File: config.mk
export PLATFORM = sky130hd
export DESIGN_NAME = ps2_host_tx
export DESIGN_NICKNAME = d
export VERILOG_FILES = /design/src/rtl/ps2_host_tx.sv
export SDC_FILE = /design/constraint.sdc
export NUM_CORES = 1
export LEC_CHECK = 0
export BUFFER_PORTS_ARGS = -buffer_cell sky130_fd_sc_hd__buf_2
export CAP_MARGIN = 15
export CELL_PAD_IN_SITES_DETAIL_PLACEMENT = 1
export CELL_PAD_IN_SITES_GLOBAL_PLACEMENT = 1
export CORE_UTILIZATION = 48
export CTS_BUF_LIST = sky130_fd_sc_hd__clkbuf_2 sky130_fd_sc_hd__clkbuf_4 sky130_fd_sc_hd__clkbuf_8
export CTS_CLUSTER_DIAMETER = 100
export DETAILED_ROUTE_END_ITERATION = 16
export GPL_ROUTABILITY_DRIVEN = 0
export PLACE_DENSITY = 0.91
export SLEW_MARGIN = 20
export SYNTH_ARGS = -nofsm -noshare
export SYNTH_HDL_FRONTEND = slang
export SYNTH_SLANG_ARGS = --single-unit
File: constraint.sdc
create_clock -name Clock -period 2.7 [get_ports Clock]
set_input_delay 0.54 -clock Clock [delete_from_list [all_inputs] [get_ports Clock]]
set_output_delay 0.54 -clock Clock [all_outputs]
set_load 0.02 [all_outputs]
File: src/rtl/ps2_host_tx.sv
// PS/2 host-to-device command transmitter (inhibit, RTS, 10-bit frame, ACK check).
// Define PS2_TX_GLITCH_FILTER_EN to filter the device clock before edge detection.
module ps2_host_tx #(
    parameter int INHIBIT_CYCLES = 5000,
    parameter int TIMEOUT_CYCLES = 1000000,
    parameter int FILTER_LEN     = 8
) (
    input  logic       Clock,
    input  logic       Reset,
    input  logic [7:0] iData,
    input  logic       iSend,
    input  logic       iPS2_CLK,
    input  logic       iPS2_DATA,
    output logic       oPS2_CLK_LOW,
    output logic       oPS2_DATA_LOW,
    output logic       oReady,
    output logic       oDone,
    output logic       oError
);

    localparam int MAXC = (INHIBIT_CYCLES > TIMEOUT_CYCLES) ?
                          INHIBIT_CYCLES : TIMEOUT_CYCLES;
    localparam int CW = $clog2(MAXC + 1);
    localparam logic [CW-1:0] INH_LAST = CW'(INHIBIT_CYCLES - 1);
    localparam logic [CW-1:0] TO_LOAD  = CW'(TIMEOUT_CYCLES - 1);

    typedef enum logic [2:0] {
        IDLE,
        INHIBIT,
        RTS,
        DATA,
        ACK,
        WAIT_IDLE
    } state_t;

    state_t        state_q, state_d;
    logic [CW-1:0] cnt_q, cnt_d;
    logic [9:0]    shift_q, shift_d;
    logic [3:0]    bits_q, bits_d;
    logic          data_low_q, data_low_d;
    logic          done_q, done_d;
    logic          error_q, error_d;
    logic [1:0]    clk_sync_q, data_sync_q;
    logic          clk_prev_q;
    logic          clk_s, data_s, fall, expired;

    always_ff @(posedge Clock or negedge Reset) begin
        if (!Reset) begin
            clk_sync_q  <= 2'b11;
            data_sync_q <= 2'b11;
            clk_prev_q  <= 1'b1;
        end else begin
            clk_sync_q  <= {clk_sync_q[0], iPS2_CLK};
            data_sync_q <= {data_sync_q[0], iPS2_DATA};
            clk_prev_q  <= clk_s;
        end
    end

`ifdef PS2_TX_GLITCH_FILTER_EN
    // Window = FILTER_LEN newest synced samples; output moves only on a unanimous window.
    logic [FILTER_LEN-2:0] filt_hist_q;
    logic [FILTER_LEN-1:0] filt_win;
    logic                  filt_q;

    assign filt_win = {filt_hist_q, clk_sync_q[1]};

    always_ff @(posedge Clock or negedge Reset) begin
        if (!Reset) begin
            filt_hist_q <= '1;
            filt_q      <= 1'b1;
        end else begin
            filt_hist_q <= filt_win[FILTER_LEN-2:0];
            if (&filt_win)
                filt_q <= 1'b1;
            else if (~|filt_win)
                filt_q <= 1'b0;
        end
    end

    assign clk_s = filt_q;
`else
    assign clk_s = clk_sync_q[1];
`endif

    assign data_s  = data_sync_q[1];
    assign fall    = clk_prev_q & ~clk_s;
    assign expired = (cnt_q == '0);

    always_ff @(posedge Clock or negedge Reset) begin
        if (!Reset) begin
            state_q    <= IDLE;
            cnt_q      <= '0;
            shift_q    <= '1;
            bits_q     <= '0;
            data_low_q <= 1'b0;
            done_q     <= 1'b0;
            error_q    <= 1'b0;
        end else begin
            state_q    <= state_d;
            cnt_q      <= cnt_d;
            shift_q    <= shift_d;
            bits_q     <= bits_d;
            data_low_q <= data_low_d;
            done_q     <= done_d;
            error_q    <= error_d;
        end
    end

    always_comb begin
        state_d    = state_q;
        cnt_d      = cnt_q;
        shift_d    = shift_q;
        bits_d     = bits_q;
        data_low_d = data_low_q;
        done_d     = 1'b0;
        error_d    = 1'b0;

        // Shared watchdog: reload on every device falling edge.
        if (state_q inside {RTS, DATA, ACK, WAIT_IDLE}) begin
            if (fall)
                cnt_d = TO_LOAD;
            else if (!expired)
                cnt_d = cnt_q - CW'(1);
        end

        unique case (state_q)
            IDLE: begin
                data_low_d = 1'b0;
                if (iSend) begin
                    shift_d = {1'b1, ~^iData, iData};
                    bits_d  = '0;
                    cnt_d   = '0;
                    state_d = INHIBIT;
                end
            end
            INHIBIT: begin
                if (cnt_q == INH_LAST) begin
                    cnt_d      = TO_LOAD;
                    data_low_d = 1'b1;
                    state_d    = RTS;
                end else begin
                    cnt_d = cnt_q + CW'(1);
                end
            end
            RTS, DATA: begin
                if (fall) begin
                    data_low_d = ~shift_q[0];
                    shift_d    = {1'b1, shift_q[9:1]};
                    bits_d     = (bits_q == 4'd10) ? bits_q : bits_q + 4'd1;
                    state_d    = (bits_q == 4'd9) ? ACK : DATA;
                end else if (expired) begin
                    data_low_d = 1'b0;
                    error_d    = 1'b1;
                    state_d    = IDLE;
                end
            end
            ACK: begin
                if (fall) begin
                    if (!data_s) begin
                        state_d = WAIT_IDLE;
                    end else begin
                        error_d = 1'b1;
                        state_d = IDLE;
                    end
                end else if (expired) begin
                    data_low_d = 1'b0;
                    error_d    = 1'b1;
                    state_d    = IDLE;
                end
            end
            WAIT_IDLE: begin
                if (clk_s && data_s) begin
                    done_d  = 1'b1;
                    state_d = IDLE;
                end else if (!fall && expired) begin
                    data_low_d = 1'b0;
                    error_d    = 1'b1;
                    state_d    = IDLE;
                end
            end
            default: begin
                data_low_d = 1'b0;
                state_d    = IDLE;
            end
        endcase
    end

    assign oPS2_CLK_LOW  = (state_q == INHIBIT);
    assign oPS2_DATA_LOW = data_low_q |
                           ((state_q == INHIBIT) && (cnt_q == INH_LAST));
    assign oReady        = (state_q == IDLE);
    assign oDone         = done_q;
    assign oError        = error_q;

endmodule
==> impl_metrics.py, run 1 <==
metrics = {
    "floorplanning": {
        "rows": 29,
        "die_x_um": 82.8,
        "die_y_um": 82.8,
        "pin_count": 18,
        "initial_core_util": 0.497,
        "core_mm2": 0.00631,
        "die_area_mm2": 0.00686,
    },
    "critical_path": {
        "cp_slowest_cell": "dfrtp_1",
        "critPathKind": "flop to primary output",
        "critical_path_arrival_ns": 2.01,
        "crit_path_end_kind": "primary output",
        "worstPathCellList": "nor4_2 > and3_1 > nand3_1 > nand2_1 > buf_2",
        "cp_num_buf_inv": 1,
        "slowest_delay_ns": 0.49,
        "critical_path_peak_fanout": 8,
        "critPathTopFamily": "simple AND/OR/NAND/NOR gates",
        "required_ns": 2.16,
        "start_kind": "flop",
    },
    "cells_and_area": {
        "final_nets": 396,
        "fillers": 762,
        "fin_cells": 455,
        "drive_gt1_frac": 0.177,
        "synthToLayoutAreaGrowth_pct": 8.86,
        "multi_input_area_mm2": 0.00185,
        "fin_area_mm2": 0.00341,
        "num_antenna_cells": 0,
        "final-seq-area_mm2": 0.00112,
        "final_util": 0.541,
    },
    "detailed_routing": {
        "wl_per_cell_um": 20.1,
        "drtPass1Iterations": 4,
        "drt-total-wl_mm": 9.17,
        "vias_per_cell": 6.52,
        "drc": 0,
        "drtIter0Drc": 179,
        "vias": 2967,
        "ant_nets": 0,
    },
    "cts": {
        "cts_buffer_depth": 2,
        "insertion_delay_ns": 0.31,
        "clkSinkCount": 44,
        "clock-root-buffer": "clkbuf_8",
        "clk_pin_slew_ns": 0.10,
        "cts_setup_buffers": 0,
        "cts_tree": "done",
        "cts_resized": 0,
        "ctsHoldBuffers": 0,
        "numCtsBuffers": 5,
        "htreeDepth": 2,
    },
    "timing": {
        "finalClockSkew_ns": 0.0170,
        "finalSetupViolations": 0,
        "setup_ws_ns": 0.155,
        "post-route-min-period_ns": 2.55,
        "final_hold_viol_count": 0,
        "timing.fmax_ghz": 0.393,
        "post-route-period-util": 0.943,
        "tightest_slew_ns": 0.584,
        "fin_tns_setup_ns": 0,
        "slew_violations": 0,
        "rsz0062_at_grt": "false",
        "relSlewSlack": 0.610,
    },
    "grt": {
        "grt_pass1_wl_mm": 15.6,
        "grt_pass1_vias": 3124,
        "gr-usage-all-layers": 0.281,
        "grt_max_degree": 28,
        "antenna_found_initial": 0,
        "grt_remaining_overflow": 0,
    },
    "worst_hold_path": {
        "min_path_type": "input port to async pin",
    },
    "place": {
        "portBuffers": 17,
        "hpwlAfterDp_mm": 6.71,
        "dpl_cell_area_mm2": 0.00327,
        "dpl_worst_slack_ns": 0.394,
        "dpl.cell_count": 447,
    },
    "flow_run": {
        "maxCapViolations": 0,
    },
    "synthesis": {
        "syn_avg_cell_area_um2": 8.54,
        "ys_seq_area_frac": 0.357,
        "ys_types": 64,
        "syn-num-nets": 386,
        "yosysWarnings": 0,
        "ys_ff_latch": 44,
        "syn_inst": 367,
        "syn_area_mm2": 0.00314,
        "synth_edf_count": 0,
        "synth_flop_cell": "dfrtp_1",
        "async_reset_ff_frac": 1.00,
    },
    "power": {
        "leakage_nw": 1.32,
        "p_per_area_mw_per_mm2": 396,
        "ir_worst_vdd_v": 0.000303,
    },
    "status": {
        "outcome": "complete, no violations",
    },
}
cells in the final DEF (no fill, tap or decap), drive strengths merged, types with 3 or more instances in the layout:
master,Yosys,layout
a31oi,14,14
and4,4,4
o21a,3,3
o32ai,3,3
xnor2,11,11
and3,9,9
buf,15,28
clkbuf,10,6
a21oi,16,16
xor2,7,7
o31a,4,4
nand4,7,7
a32oi,3,3
nor3,23,23
a221o,4,4
dfstp,14,14
a2bb2oi,3,3
nand3,14,14
a211oi,3,3
nand2,44,44
or3,6,6
ha,6,6
inv,12,12
dfrtp,30,30
nor2b,3,3
o221ai,7,7
nor4,8,8
and2,6,6
o21ai,17,17
nor2,32,32
worst paths after layout:
| kind | start | endpoint | slack [ns] | cells after the start |
|---|---|---|---|---|
| hold / removal | Reset | cnt_q[18] | 0.16 | 1 |
| setup / recovery | cnt_q[3] | oPS2_DATA_LOW | 0.15 | 5 |
| max in group asynchronous | Reset | shift_q[0] | 1.76 | 2 |
| hold reg to reg | clk_sync_q[0] | clk_sync_q[1] | 0.36 | 0 |
| setup reg to reg | cnt_q[2] | cnt_q[14] | 0.36 | 5 |
| min in group Clock | iPS2_CLK | clk_sync_q[0] | 0.32 | 1 |
layout make-up:
class	instances	share of cell area
tap	77	0.0282
sequential	44	0.328
inverter	12	0.0132
timing repair buffer	28	0.0491
multi-input combinational	286	0.542
clock buffer	6	0.0224
clock inverter	2	0.0176
cell usage after synthesis (2+ instances only):
cell type | n | area [µm²]
or3_1 | 6 | 37.5
xnor2_1 | 10 | 87.6
a22oi_1 | 2 | 15.0
a21oi_1 | 16 | 80.1
a32oi_1 | 3 | 26.3
o21ai_0 | 17 | 85.1
o31ai_1 | 2 | 15.0
o2111ai_1 | 2 | 17.5
nand2b_1 | 2 | 12.5
buf_2 | 12 | 60.1
nor4_1 | 4 | 25.0
a211oi_1 | 3 | 22.5
o21a_1 | 3 | 22.5
nand2_1 | 44 | 165
o311ai_0 | 2 | 17.5
o31a_1 | 4 | 35.0
buf_4 | 2 | 15.0
o211ai_1 | 2 | 15.0
ha_1 | 6 | 75.1
nand3_1 | 13 | 65.1
o221ai_1 | 7 | 61.3
dfrtp_1 | 30 | 751
inv_1 | 12 | 45.0
clkbuf_1 | 9 | 33.8
o32ai_1 | 3 | 26.3
nor3_2 | 2 | 20.0
a221o_1 | 4 | 40.0
and2_1 | 4 | 25.0
nand4_1 | 7 | 43.8
a31oi_1 | 13 | 81.3
and3b_1 | 2 | 17.5
nor2b_1 | 3 | 18.8
a2bb2oi_1 | 3 | 26.3
nor4_4 | 3 | 63.8
nor3_1 | 21 | 105
dfstp_2 | 14 | 368
xor2_1 | 6 | 52.6
and4_1 | 4 | 35.0
nand3b_1 | 2 | 15.0
and3_1 | 8 | 50.1
nor2_1 | 32 | 120
routing by layer:
layer	vias up	track usage	share of wire	routed length, µm
li1	1385	-	-	-
met2	91	0.481	0.50	4610
met5	-	0	0	0
met1	1465	0.359	0.42	3890
met4	0	0.100	0.027	243
met3	26	0.0437	0.047	429
stage by stage:
step,hold WS (ns),total power (W)
3_3_place_gp,0.345,0.000736
4_1_cts,0.172,0.00136
5_1_grt,0.191,0.00139
6_report,0.157,0.00135
3_5_place_dp,0.347,0.000738
2_1_floorplan,0.244,0.000706
sequential cells by signal, summed over array words and instances, names as in the netlist, 2 cells and up:
signal,flops
bits_q,4
shift_q,9
state_q,3
data_sync_q,2
cnt_q,20
clk_sync_q,2
power by group:
| group | total (W) | leakage [nW] | internal [W] | switching, W |
|---|---|---|---|---|
| sequential | 0.000668 | 0.510 | 0.000666 | 0.00000233 |
| combinational | 0.0000562 | 0.742 | 0.0000228 | 0.0000334 |
| clock | 0.000628 | 0.0688 | 0.000380 | 0.000248 |
| total | 0.00135 | 1.32 | 0.00107 | 0.000283 |
kinds of logic (layout without fill, tap and decap cells):
logic type | count (synthesis) | count (layout) | share of synthesized area
buf+inv | 37 | 48 | 0.0543
xor+xnor | 18 | 18 | 0.0551
mux | 1 | 1 | 0.00359
compound gates | 95 | 95 | 0.218
simple gates | 166 | 166 | 0.289
flops | 44 | 44 | 0.357
fa+ha+maj | 6 | 6 | 0.0239
No activity file was read; power rests on OpenSTA's default activity.
==> run 2: changes to the inputs <==
==> constraint.sdc (replaced) <==
create_clock -name Clock -period 2.5 [get_ports Clock]
set_input_delay 0.5 -clock Clock [delete_from_list [all_inputs] [get_ports Clock]]
set_output_delay 0.5 -clock Clock [all_outputs]
set_load 0.02 [all_outputs]
==> impl_metrics.py, run 2 (synthesized netlist as in run 1, its figures left out) <==
metrics = {
    "grt": {
        "globalRoute.busiestLayer": "met2",
        "grt_max_degree": 35,
        "antenna_found_initial": 0,
        "grt_pass1_wl_mm": 15.8,
        "met1_usage": 0.362,
        "grt_util_met2": 0.493,
        "grt_remaining_overflow": 0,
        "gr-usage-all-layers": 0.288,
        "grt_pass1_vias": 3187,
        "gr-usage-met3": 0.0417,
    },
    "worst_hold_path": {
        "min_path_type": "input port to async pin",
    },
    "critical_path": {
        "start_kind": "flop",
        "critPathKind": "flop to primary output",
        "slowest_delay_ns": 0.47,
        "critical_path_arrival_ns": 1.88,
        "regToRegEndpoint": "cnt_q[19]",
        "r2r_slack_ns": 0.31,
        "worstPathCellList": "or3_1 > nor3_4 > nand3_2 > nand2_1 > buf_2",
        "required_ns": 2.00,
        "cp_num_buf_inv": 1,
        "cp.depth": 5,
        "critPathTopFamily": "simple AND/OR/NAND/NOR gates",
        "cp_slowest_cell": "dfrtp_2",
        "critical_path_peak_fanout": 8,
        "crit_path_end_kind": "primary output",
        "r2r_start": "cnt_q[2]",
        "rr_worst_depth": 5,
    },
    "timing": {
        "relSlewSlack": 0.472,
        "rsz0062_at_grt": "false",
        "timing.fmax_ghz": 0.420,
        "finalSetupViolations": 0,
        "fin_tns_setup_ns": 0,
        "finalClockSkew_ns": 0.0136,
        "hold_ws_ns": 0.257,
        "post-route-min-period_ns": 2.38,
        "final_hold_viol_count": 0,
        "slew_violations": 0,
        "tightest_slew_ns": 0.791,
        "post-route-period-util": 0.953,
    },
    "flow_run": {
        "maxCapViolations": 0,
    },
    "detailed_routing": {
        "vias_per_cell": 6.50,
        "vias": 2998,
        "drtPass1Iterations": 4,
        "drtIter0Drc": 150,
        "wl_per_cell_um": 20.3,
        "ant_nets": 0,
        "drt-total-wl_mm": 9.37,
        "drc": 0,
    },
    "status": {
        "outcome": "complete, no violations",
    },
    "cells_and_area": {
        "synthToLayoutAreaGrowth_pct": 9.54,
        "largest_reg_flops": 20,
        "layout_commonest_cell": "nand2_1",
        "final_cell_mix": "nand2_1, nor2_1, dfrtp_1",
        "fin_area_mm2": 0.00343,
        "drive_gt1_frac": 0.201,
        "final_nets": 402,
        "num_antenna_cells": 0,
        "largest_registers": "cnt_q: 20 flops, shift_q: 9 flops, bits_q: 4 flops",
        "final_util": 0.544,
        "top_register": "cnt_q",
    },
    "place": {
        "hpwlAfterDp_mm": 6.91,
        "dpl_cell_area_mm2": 0.00330,
        "portBuffers": 17,
    },
    "floorplanning": {
        "die_x_um": 82.8,
        "rows": 29,
        "pin_count": 18,
        "die_y_um": 82.8,
        "die_area_mm2": 0.00686,
        "core_mm2": 0.00631,
        "initial_core_util": 0.497,
    },
    "cts": {
        "htreeDepth": 2,
        "clkSinkCount": 44,
        "clock-root-buffer": "clkbuf_8",
        "ctsHoldBuffers": 0,
        "cts_buffer_depth": 2,
        "clk_pin_slew_ns": 0.10,
        "cts_tree": "done",
        "numCtsBuffers": 5,
        "insertion_delay_ns": 0.31,
    },
    "power": {
        "leakage_nw": 1.32,
        "ir_worst_vdd_v": 0.000339,
        "total_power_w": 0.00126,
        "p_per_area_mw_per_mm2": 367,
    },
}
-- run 2: metal layers --
metal / vias up / wire, µm
met5: - / 0
met3: 25 / 386
met2: 93 / 4800
met4: 0 / 254
met1: 1491 / 3920
li1: 1389 / -
-- run 2: report_power, final --
group	total (W)	internal, W	switching, W
logic	0.0000639	0.0000257	0.0000382
registers	0.000722	0.000719	0.00000300
clock network	0.000473	0.000199	0.000274
total	0.00126	0.000944	0.000315
-- run 2: worst max path at each step --
stage | end | start | slack [ns]
global placement | oPS2_DATA_LOW | cnt_q[3] | 0.40
global route | oPS2_DATA_LOW | cnt_q[10] | 0.02
CTS | oPS2_DATA_LOW | cnt_q[10] | 0.008
detailed placement | cnt_q[18] | cnt_q[0] | 0.33
finish | oPS2_DATA_LOW | cnt_q[10] | 0.12
floorplan | cnt_q[5] | cnt_q[0] | 0.56
-- run 2: through the flow --
| step | worst slack [ns] | cells |
|---|---|---|
| 3_5_place_dp | 0.333 | 451 |
| 3_3_place_gp | 0.398 | 451 |
| 5_1_grt | 0.0246 | 461 |
| 2_1_floorplan | 0.559 | 367 |
| 4_1_cts | 0.00759 | 459 |
| 6_report | 0.117 | 461 |
-- run 2: timing repair --
item | CTS | global route
resized for setup | 1 | 6
pin swaps | 0 | 1
endpoints found under the setup margin | 1 | 1
buffers inserted | 0 | 2
-- run 2: layout make-up --
cell class / instances / area [µm²]
sequential: 44 / 1120
multi-input combinational: 286 / 1870
clock buffer: 5 / 68.8
clock inverter: 3 / 21.3
fill: 761 / 2880
timing repair buffer: 34 / 213
tap: 77 / 96.3
inverter: 12 / 45.0
